`src/rtl/fp_issue_scheduler_if.sv`:
```
// Decode/writeback control bundle between the core pipeline and the FP issue scheduler.
interface fp_issue_scheduler_if;
    logic       IssueValidD;
    logic       IssueFpD;
    logic       RegWriteD;
    logic [3:0] WA3D;
    logic [3:0] RA1D;
    logic [3:0] RA2D;
    logic       UsesRA1D;
    logic       UsesRA2D;
    logic       RegWriteW;
    logic       FpReady;
    logic       FpResultValid;
    logic       StallF;
    logic       StallD;
    logic       FlushE;
    logic       FpIssue;
    logic       FpAck;
    logic       WbSelFp;
    logic [3:0] WA3Fp;
    logic       Busy;

    modport master (
        output IssueValidD, IssueFpD, RegWriteD, WA3D, RA1D, RA2D, UsesRA1D, UsesRA2D,
               RegWriteW, FpReady, FpResultValid,
        input  StallF, StallD, FlushE, FpIssue, FpAck, WbSelFp, WA3Fp, Busy
    );

    modport slave (
        input  IssueValidD, IssueFpD, RegWriteD, WA3D, RA1D, RA2D, UsesRA1D, UsesRA2D,
               RegWriteW, FpReady, FpResultValid,
        output StallF, StallD, FlushE, FpIssue, FpAck, WbSelFp, WA3Fp, Busy
    );
endinterface

```
`src/rtl/fp_issue_scheduler.sv`:
```
// FP issue/writeback scheduler: 16-entry scoreboard, single-outstanding FPU, shared write port.
// Optional starvation guard enabled by defining SCHED_STARVE_GUARD_EN.
module fp_issue_scheduler #(
    parameter int unsigned STARVE_LIMIT = 8
) (
    input  logic                  clk,
    input  logic                  reset_n,
    fp_issue_scheduler_if.slave   sif
);
    localparam int unsigned NREG = 16;
    localparam int unsigned RW   = 4;

    typedef enum logic [1:0] {
        IDLE   = 2'd0,
        BUSY   = 2'd1,
        WBWAIT = 2'd2
    } state_e;

    state_e          state_q, state_d;
    logic [NREG-1:0] pending_q, pending_d;
    logic [RW-1:0]   wa3fp_q, wa3fp_d;

    logic ack, clr1, clr2, clrw;
    logic raw, waw, structural, guard, stall, issue;

    // Integer writeback owns the port; FP result takes it only on an idle W cycle.
    always_comb begin
        ack  = (state_q != IDLE) & sif.FpResultValid & ~sif.RegWriteW;
        clr1 = ack & (sif.RA1D == wa3fp_q);
        clr2 = ack & (sif.RA2D == wa3fp_q);
        clrw = ack & (sif.WA3D == wa3fp_q);
        raw  = (sif.UsesRA1D & pending_q[sif.RA1D] & ~clr1)
             | (sif.UsesRA2D & pending_q[sif.RA2D] & ~clr2);
        waw  = sif.RegWriteD & pending_q[sif.WA3D] & ~clrw;
        structural = sif.IssueFpD & ((state_q != IDLE) | ~sif.FpReady);
        stall = (sif.IssueValidD & (raw | waw | structural)) | guard;
        issue = sif.IssueValidD & sif.IssueFpD & ~stall;
    end

`ifdef SCHED_STARVE_GUARD_EN
    localparam int unsigned CNT_W = (STARVE_LIMIT < 1) ? 1 : $clog2(STARVE_LIMIT + 1);
    localparam logic [CNT_W-1:0] CNT_MAX = CNT_W'(STARVE_LIMIT);

    logic [CNT_W-1:0] wait_cnt_q, wait_cnt_d;

    // Once saturated, keep flushing until a bubble reaches W and the result drains.
    always_comb begin
        guard      = (state_q == WBWAIT) & (wait_cnt_q == CNT_MAX) & ~ack;
        wait_cnt_d = wait_cnt_q;
        if (ack) begin
            wait_cnt_d = '0;
        end else if ((state_q == WBWAIT) && sif.RegWriteW && (wait_cnt_q != CNT_MAX)) begin
            wait_cnt_d = wait_cnt_q + CNT_W'(1);
        end
    end

    always_ff @(posedge clk or negedge reset_n) begin
        if (!reset_n) begin
            wait_cnt_q <= '0;
        end else begin
            wait_cnt_q <= wait_cnt_d;
        end
    end
`else
    logic unused_starve_limit;
    assign unused_starve_limit = ^32'(STARVE_LIMIT);
    assign guard = 1'b0;
`endif

    always_comb begin
        state_d   = state_q;
        pending_d = pending_q;
        wa3fp_d   = wa3fp_q;
        case (state_q)
            IDLE:    if (issue) state_d = BUSY;
            BUSY: begin
                if (ack) begin
                    state_d = IDLE;
                end else if (sif.FpResultValid && sif.RegWriteW) begin
                    state_d = WBWAIT;
                end
            end
            WBWAIT:  if (ack) state_d = IDLE;
            default: state_d = IDLE;
        endcase
        // Issue only happens in IDLE, so set and clear never target the same op.
        if (issue) begin
            wa3fp_d = sif.WA3D;
            if (sif.RegWriteD) pending_d[sif.WA3D] = 1'b1;
        end
        if (ack) pending_d[wa3fp_q] = 1'b0;
    end

    always_ff @(posedge clk or negedge reset_n) begin
        if (!reset_n) begin
            state_q   <= IDLE;
            pending_q <= '0;
            wa3fp_q   <= '0;
        end else begin
            state_q   <= state_d;
            pending_q <= pending_d;
            wa3fp_q   <= wa3fp_d;
        end
    end

    // Combinational handshakes are forced quiet while reset is held.
    always_comb begin
        sif.StallF  = stall & reset_n;
        sif.StallD  = stall & reset_n;
        sif.FlushE  = stall & reset_n;
        sif.FpIssue = issue & reset_n;
        sif.FpAck   = ack & reset_n;
        sif.WbSelFp = ack & reset_n;
        sif.WA3Fp   = wa3fp_q;
        sif.Busy    = (state_q != IDLE);
    end
endmodule

```
`src/flat_wrapper.sv`:
```
// flat-port wrapper written by rule: the top's interface ports become plain ports
module fp_issue_scheduler_flat 
#(
    parameter int unsigned STARVE_LIMIT = 8
)
  (clk, reset_n, sif_IssueValidD, sif_IssueFpD, sif_RegWriteD, sif_WA3D, sif_RA1D, sif_RA2D, sif_UsesRA1D, sif_UsesRA2D, sif_RegWriteW, sif_FpReady, sif_FpResultValid, sif_StallF, sif_StallD, sif_FlushE, sif_FpIssue, sif_FpAck, sif_WbSelFp, sif_WA3Fp, sif_Busy);
  fp_issue_scheduler_if sif_i ();
  input  logic clk;
  input  logic reset_n;
  input wire logic [$bits(sif_i.IssueValidD)-1:0] sif_IssueValidD;
  input wire logic [$bits(sif_i.IssueFpD)-1:0] sif_IssueFpD;
  input wire logic [$bits(sif_i.RegWriteD)-1:0] sif_RegWriteD;
  input wire logic [$bits(sif_i.WA3D)-1:0] sif_WA3D;
  input wire logic [$bits(sif_i.RA1D)-1:0] sif_RA1D;
  input wire logic [$bits(sif_i.RA2D)-1:0] sif_RA2D;
  input wire logic [$bits(sif_i.UsesRA1D)-1:0] sif_UsesRA1D;
  input wire logic [$bits(sif_i.UsesRA2D)-1:0] sif_UsesRA2D;
  input wire logic [$bits(sif_i.RegWriteW)-1:0] sif_RegWriteW;
  input wire logic [$bits(sif_i.FpReady)-1:0] sif_FpReady;
  input wire logic [$bits(sif_i.FpResultValid)-1:0] sif_FpResultValid;
  output wire logic [$bits(sif_i.StallF)-1:0] sif_StallF;
  output wire logic [$bits(sif_i.StallD)-1:0] sif_StallD;
  output wire logic [$bits(sif_i.FlushE)-1:0] sif_FlushE;
  output wire logic [$bits(sif_i.FpIssue)-1:0] sif_FpIssue;
  output wire logic [$bits(sif_i.FpAck)-1:0] sif_FpAck;
  output wire logic [$bits(sif_i.WbSelFp)-1:0] sif_WbSelFp;
  output wire logic [$bits(sif_i.WA3Fp)-1:0] sif_WA3Fp;
  output wire logic [$bits(sif_i.Busy)-1:0] sif_Busy;
  assign sif_i.IssueValidD = sif_IssueValidD;
  assign sif_i.IssueFpD = sif_IssueFpD;
  assign sif_i.RegWriteD = sif_RegWriteD;
  assign sif_i.WA3D = sif_WA3D;
  assign sif_i.RA1D = sif_RA1D;
  assign sif_i.RA2D = sif_RA2D;
  assign sif_i.UsesRA1D = sif_UsesRA1D;
  assign sif_i.UsesRA2D = sif_UsesRA2D;
  assign sif_i.RegWriteW = sif_RegWriteW;
  assign sif_i.FpReady = sif_FpReady;
  assign sif_i.FpResultValid = sif_FpResultValid;
  assign sif_StallF = sif_i.StallF;
  assign sif_StallD = sif_i.StallD;
  assign sif_FlushE = sif_i.FlushE;
  assign sif_FpIssue = sif_i.FpIssue;
  assign sif_FpAck = sif_i.FpAck;
  assign sif_WbSelFp = sif_i.WbSelFp;
  assign sif_WA3Fp = sif_i.WA3Fp;
  assign sif_Busy = sif_i.Busy;
  fp_issue_scheduler #(.STARVE_LIMIT(STARVE_LIMIT)) u_core (.clk(clk), .reset_n(reset_n), .sif(sif_i));
endmodule
```
`config.mk`:
```
export PLATFORM = sky130hd
export DESIGN_NAME = fp_issue_scheduler_flat
export DESIGN_NICKNAME = d
export VERILOG_FILES = /design/src/rtl/fp_issue_scheduler_if.sv /design/src/rtl/fp_issue_scheduler.sv /design/src/flat_wrapper.sv
export SDC_FILE = /design/constraint.sdc
export NUM_CORES = 1
export LEC_CHECK = 0
export BUFFER_PORTS_ARGS = -buffer_cell sky130_fd_sc_hd__buf_2
export CORE_UTILIZATION = 55
export DETAILED_ROUTE_END_ITERATION = 8
export PLACE_DENSITY_LB_ADDON = 0.25
export SETUP_SLACK_MARGIN = 0.4
export SLEW_MARGIN = 40
export SYNTH_ARGS = -nofsm -noshare
export SYNTH_HDL_FRONTEND = slang
export SYNTH_SLANG_ARGS = --single-unit
```
`constraint.sdc`:
```
create_clock -name clk -period 3.7 [get_ports clk]
set_input_delay 0.925 -clock clk [delete_from_list [all_inputs] [get_ports clk]]
set_output_delay 0.925 -clock clk [all_outputs]
set_load 0.02 [all_outputs]
```
* After elaboration in Yosys (flattened, before gate mapping) *
Cells that the tools add are included.
W data, S select, Z words.

word-level totals
  register bits = 22
  input port bits = 22
  output and inout port bits = 11

operators by class
  magnitude comparators = 6
  equality and inequality tests = 8
  mux-type cells = 18
  bitwise gates (word level) = 31
  reduce and logical (&&, ||, !) cells = 6

operators with widths
  cell                  count
  $mux W16              3
  $lt A4 B5 Y1 const B  4
  $and A1 B1 Y1         18
  $and A16 B16 Y16      1
  $not A16 Y16          1
  $or A16 B16 Y16       1
  $bmux W1 S4           3
  $eq A4 B4 Y1          3
  $demux W1 S4          2
  $ge A4 B1 Y1 const B  2
  $mux W2               4
  $not A1 Y1            6
  $pmux W2 S3           1
  $mux W1               5
  $ne A2 B1 Y1 const B  2
  $or A1 B1 Y1          4
  $logic_and A1 B1 Y1   3
  $ne A3 B1 Y1 const B  1
  $reduce_and A3 Y1     1
  $eq A2 B1 Y1 const B  1
  $eq A2 B2 Y1 const B  1
  $logic_not A2 Y1      1
  $reduce_bool A2 Y1    1

* Logic depth before layout (Yosys ltp) *
  depth after elaboration = 15
  mapped depth = 9

* Least setup slack after synthesis *
No wires, ideal clock.

  path kind = input -> output
  from = in sif_RA1D[0]
  to = out sif_StallD
  arrival = 2.863 ns
  required time = 2.775 ns
  slack = -0.088 ns
  stages on the path = 9
  cell sequence = buf_2 -> mux2i_1 -> a221oi_1 -> o21ai_0 -> a21oi_2 -> nor3_2 -> buf_2 -> nor2_1 -> buf_4

between the ends
  longest elaborated chain between the ends = 9

RTL lines
  item                                                            RTL line                                            RTL
  from (decl)                                                     flat_wrapper.sv:14                                  input wire logic [$bits(sif_i.RA1D)-1:0] sif_RA1D;
  $bmux W1 S4 or $eq A4 B4 Y1 (tied branches)                     fp_issue_scheduler.sv:32, fp_issue_scheduler.sv:29
  $mux W1 (implied by the code) or $and A1 B1 Y1 (tied branches)  fp_issue_scheduler.sv:32, fp_issue_scheduler.sv:29
  $and A1 B1 Y1 or $not A1 Y1 (tied branches)                     fp_issue_scheduler.sv:32                            raw = (sif.UsesRA1D & pending_q[sif.RA1D] & ~clr1)
  $and A1 B1 Y1 (*)                                               fp_issue_scheduler.sv:32
  $or A1 B1 Y1 (*)                                                fp_issue_scheduler.sv:33                            | (sif.UsesRA2D & pending_q[sif.RA2D] & ~clr2);
  $or A1 B1 Y1 (*) (2 in series)                                  fp_issue_scheduler.sv:36                            stall = (sif.IssueValidD & (raw | waw | structural)) | guard;
  $and A1 B1 Y1 (*)                                               fp_issue_scheduler.sv:36
  $and A1 B1 Y1 (*)                                               -
  to (decl)                                                       flat_wrapper.sv:22                                  output wire logic [$bits(sif_i.StallD)-1:0] sif_StallD;

Every way passes the cells marked *; elsewhere a longest branch is shown, timed or not. The select of a mux whose other input is x is not followed.

* Worst setup path after layout *
  from = in sif_RA1D[0]
  to = out sif_FpIssue

between the ends
  longest elaborated chain between the ends = 11

RTL lines
  item                                                            RTL line                                            RTL
  $bmux W1 S4 or $eq A4 B4 Y1 (tied branches)                     fp_issue_scheduler.sv:32, fp_issue_scheduler.sv:29
  $mux W1 (implied by the code) or $and A1 B1 Y1 (tied branches)  fp_issue_scheduler.sv:32, fp_issue_scheduler.sv:29
  $and A1 B1 Y1 or $not A1 Y1 (tied branches)                     fp_issue_scheduler.sv:32
  $and A1 B1 Y1 (*)                                               fp_issue_scheduler.sv:32
  $or A1 B1 Y1 (*)                                                fp_issue_scheduler.sv:33
  $or A1 B1 Y1 (*) (2 in series)                                  fp_issue_scheduler.sv:36
  $and A1 B1 Y1 (*)                                               fp_issue_scheduler.sv:36
  $not A1 Y1 (*)                                                  fp_issue_scheduler.sv:37                            issue = sif.IssueValidD & sif.IssueFpD & ~stall;
  $and A1 B1 Y1 (*)                                               fp_issue_scheduler.sv:37
  $and A1 B1 Y1 (*)                                               fp_issue_scheduler.sv:111                           sif.FpIssue = issue & reset_n;
  to (decl)                                                       flat_wrapper.sv:24                                  output wire logic [$bits(sif_i.FpIssue)-1:0] sif_FpIssue;

Marks and branches as above.

==> impl_metrics.toml <==
[floorplan]
fp-row-count = 20
fp.dieArea_um2 = 3586
chipHeight_um = 59.89
die_w_um = 59.89
start_util = 0.5892
io_pins = 33
coreArea_um2 = 3128

[synth]
synth_cell_type_count = 52
netlist_top_cells_area = "dfrtp_1 (30%), mux4_1 (5.7%), xnor2_1 (5.7%)"
syn_area_per_cell_um2 = 9.909
ys_async_sr_fraction = 1.000
yosys.area.top_type = "dfrtp_1"
yosysMostFrequentCell = "dfrtp_1"
yosysSeqAreaShare = 0.2987
synth_edf_count = 0
yosysWarnings = 0
yosysTopAreaCellShare = 0.2987
synth_cells = 186
syn_area_um2 = 1843
synthesis.nets = 208
ys_ff_latch = 22
synth_flop_cell = "dfrtp_1"
synth_commonest_cells = "dfrtp_1 (22), nand2_1 (14), xnor2_1 (12), mux2i_1 (9), nor2_1 (8)"

[placed_design]
placement.io_buffers = 32
place_area_um2 = 2048
dp.final_hpwl_um = 3674
gp_congestion = 0.9628

[timing]
hold_viol_final = 0
rsz0062_at_grt = "true"
max_freq_ghz = 0.2934
maxSlewViolCount = 0
post-route-period-util = 0.9212
setup_viol = 0
timing.slew.headroom = 0.5197
worst_pin_slew_ns = 0.7150
period_minus_slack_ns = 3.409
finClkSkew_ns = 0.002077
setup_tns_ns = 0

[global_route]
grt_max_degree = 15
grt_antenna_before_repair = 0
grt_first_pass_wirelength_um = 7458
met2_usage = 0.4778
use_met3 = 0.03896
grt_overflow = 0
grt_util_met1 = 0.3887
grt_pass1_vias = 1588
grt_use_total = 0.2891
busiest_layer = "met2"

[critical_path]
cp_max_fo = 7
critPathCaptureType = "primary output"
crit_type = "input pin to primary output"
critPathLaunchType = "input pin"
cp.required_ns = 2.77
arrival_ns = 2.48

[clock_tree]
path_clk_slew_ns = 0.11
root_buffer = "clkbuf_4"
tritoncts = "done"
clock-sinks = 22
htreeDepth = 1
ctsHoldBuffers = 0
cts_max_path_buffers = 2
clk_latency_ns = 0.30
numCtsBuffers = 3

[pwr]
finalPower_mw = 0.9130
ir_drop_v = 0.0003839
p_leak_nw = 0.9136
power_density_nw_per_um2 = 421.3

[drt]
routed_wl_um = 4767
drc = 0
via_count = 1688
first_pass_iters = 4
postRouteAntennaNets = 0
wl_per_cell_um = 18.06
drtIter0Drc = 121
via_per_inst = 6.394

[job]
maxCapViolCount = 0

[cells_and_area]
nFillCells = 250
antenna_cells = 0
final_area_um2 = 2167
nNetsFinal = 244
drive_above_1_share = 0.3364
seq_area_um2 = 550.5
multiInputGateArea_um2 = 1214
area_growth_pct = 17.58

[status]
status = "complete, no violations"

[min_path]
worstHoldPathType = "input pin to asynchronous set/reset pin"
==> layer usage <==
metal / part of all wire / vias to the layer above
met3: 0.083 / 13
met5: 0 / -
met1: 0.42 / 813
met2: 0.47 / 86
li1: - / 776
met4: 0.024 / 0
==> final timing paths <==
| check | endpoint | cells after the start | slack (ns) | start |
|---|---|---|---|---|
| max | sif_FpIssue | 7 | 0.29 | sif_RA1D[0] |
| min | u_core.sif.WA3Fp[2]$_DFFE_PN0N_ | 1 | 0.47 | reset_n |
| max reg2reg | u_core.sif.WA3Fp[1]$_DFFE_PN0N_ | 7 | 1.44 | u_core.sif.WA3Fp[1]$_DFFE_PN0N_ |
| min reg2reg | u_core.pending_q[9]$_DFF_PN0_ | 1 | 0.58 | u_core.pending_q[9]$_DFF_PN0_ |
| max in group asynchronous | u_core.pending_q[0]$_DFF_PN0_ | 2 | 2.77 | reset_n |
| min in group clk | u_core.pending_q[9]$_DFF_PN0_ | 1 | 0.58 | u_core.pending_q[9]$_DFF_PN0_ |
==> sequential cells by signal, summed over array words and instances, names as in the netlist <==
name              count
u_core.state_q        2
u_core.pending_q     16
u_core.sif.WA3Fp      4
==> critical path, cell delays in order <==
cell,delay (ns)
buf_8,0.11
mux4_2,0.51
a22oi_2,0.23
a21oi_4,0.12
nor4_4,0.31
and2_4,0.18
buf_6,0.11
==> cell families (layout without fill, tap and decap cells) <==
| logic type | count (synthesis) | count (layout) | synth area share |
|---|---|---|---|
| AO/OA/AOI/OAI | 41 | 41 | 0.1813 |
| XOR/XNOR | 12 | 12 | 0.05703 |
| buffers and inverters | 20 | 54 | 0.06517 |
| flip-flops | 22 | 22 | 0.2987 |
| multiplexers | 23 | 23 | 0.1853 |
| AND/OR/NAND/NOR | 68 | 68 | 0.2125 |
==> cells in the final DEF, fill, tap and decap left out, drive strengths merged, types with 2 or more instances in the layout <==
cell type  count
buf           45
dfrtp         22
nand2         14
xnor2         12
mux2i          9
nor2           9
mux4           7
nor2b          7
mux2           7
nand4          6
inv            6
nand3          6
o21ai          6
a32o           5
nor4           5
or3            4
a22o           4
nor3           4
a2bb2oi        3
clkbuf         3
and2           3
a211oi         3
a21oi          3
nand2b         3
o21bai         2
and3           2
o22ai          2
a221oi         2
nand3b         2
o21a           2
a21bo          2
o2bb2ai        2
nor3b          2
==> where the power goes <==
group	internal [mW]	leakage (nW)	total, mW	switching, mW
Sequential	0.296	0.283	0.413	0.117
Combinational	0.204	0.617	0.394	0.190
Clock	0.0381	0.0138	0.106	0.0676
==> stage by stage <==
step,setup WS [ns],utilization,hold slack (ns),std cells
after CTS,0.2160,0.6764,0.4738,260
after global routing,0.2100,0.6928,0.4724,264
after detailed placement,0.1210,0.6548,0.5597,255
after global placement,0.1561,0.6548,0.5636,255
final,0.2914,0.6928,0.4724,264
after floorplan,0.2515,-,0.4949,186
==> timing repair <==
item / in CTS / in global routing
buffers inserted: 2 / 4
endpoints found under the setup margin: 4 / 4
pin swaps: 6 / 5
endpoints found under the hold margin: 0 / 0
gates resized for setup: 8 / 9
==> area by class of cell <==
class | instances | share of cell area
flip-flops and latches | 22 | 0.2540
inverters | 6 | 0.01039
well taps | 44 | 0.02540
multi-input cells | 144 | 0.5600
clock buffers | 3 | 0.01039
repair buffers | 45 | 0.1397
Note: power is estimated with default switching activity, not from simulation.
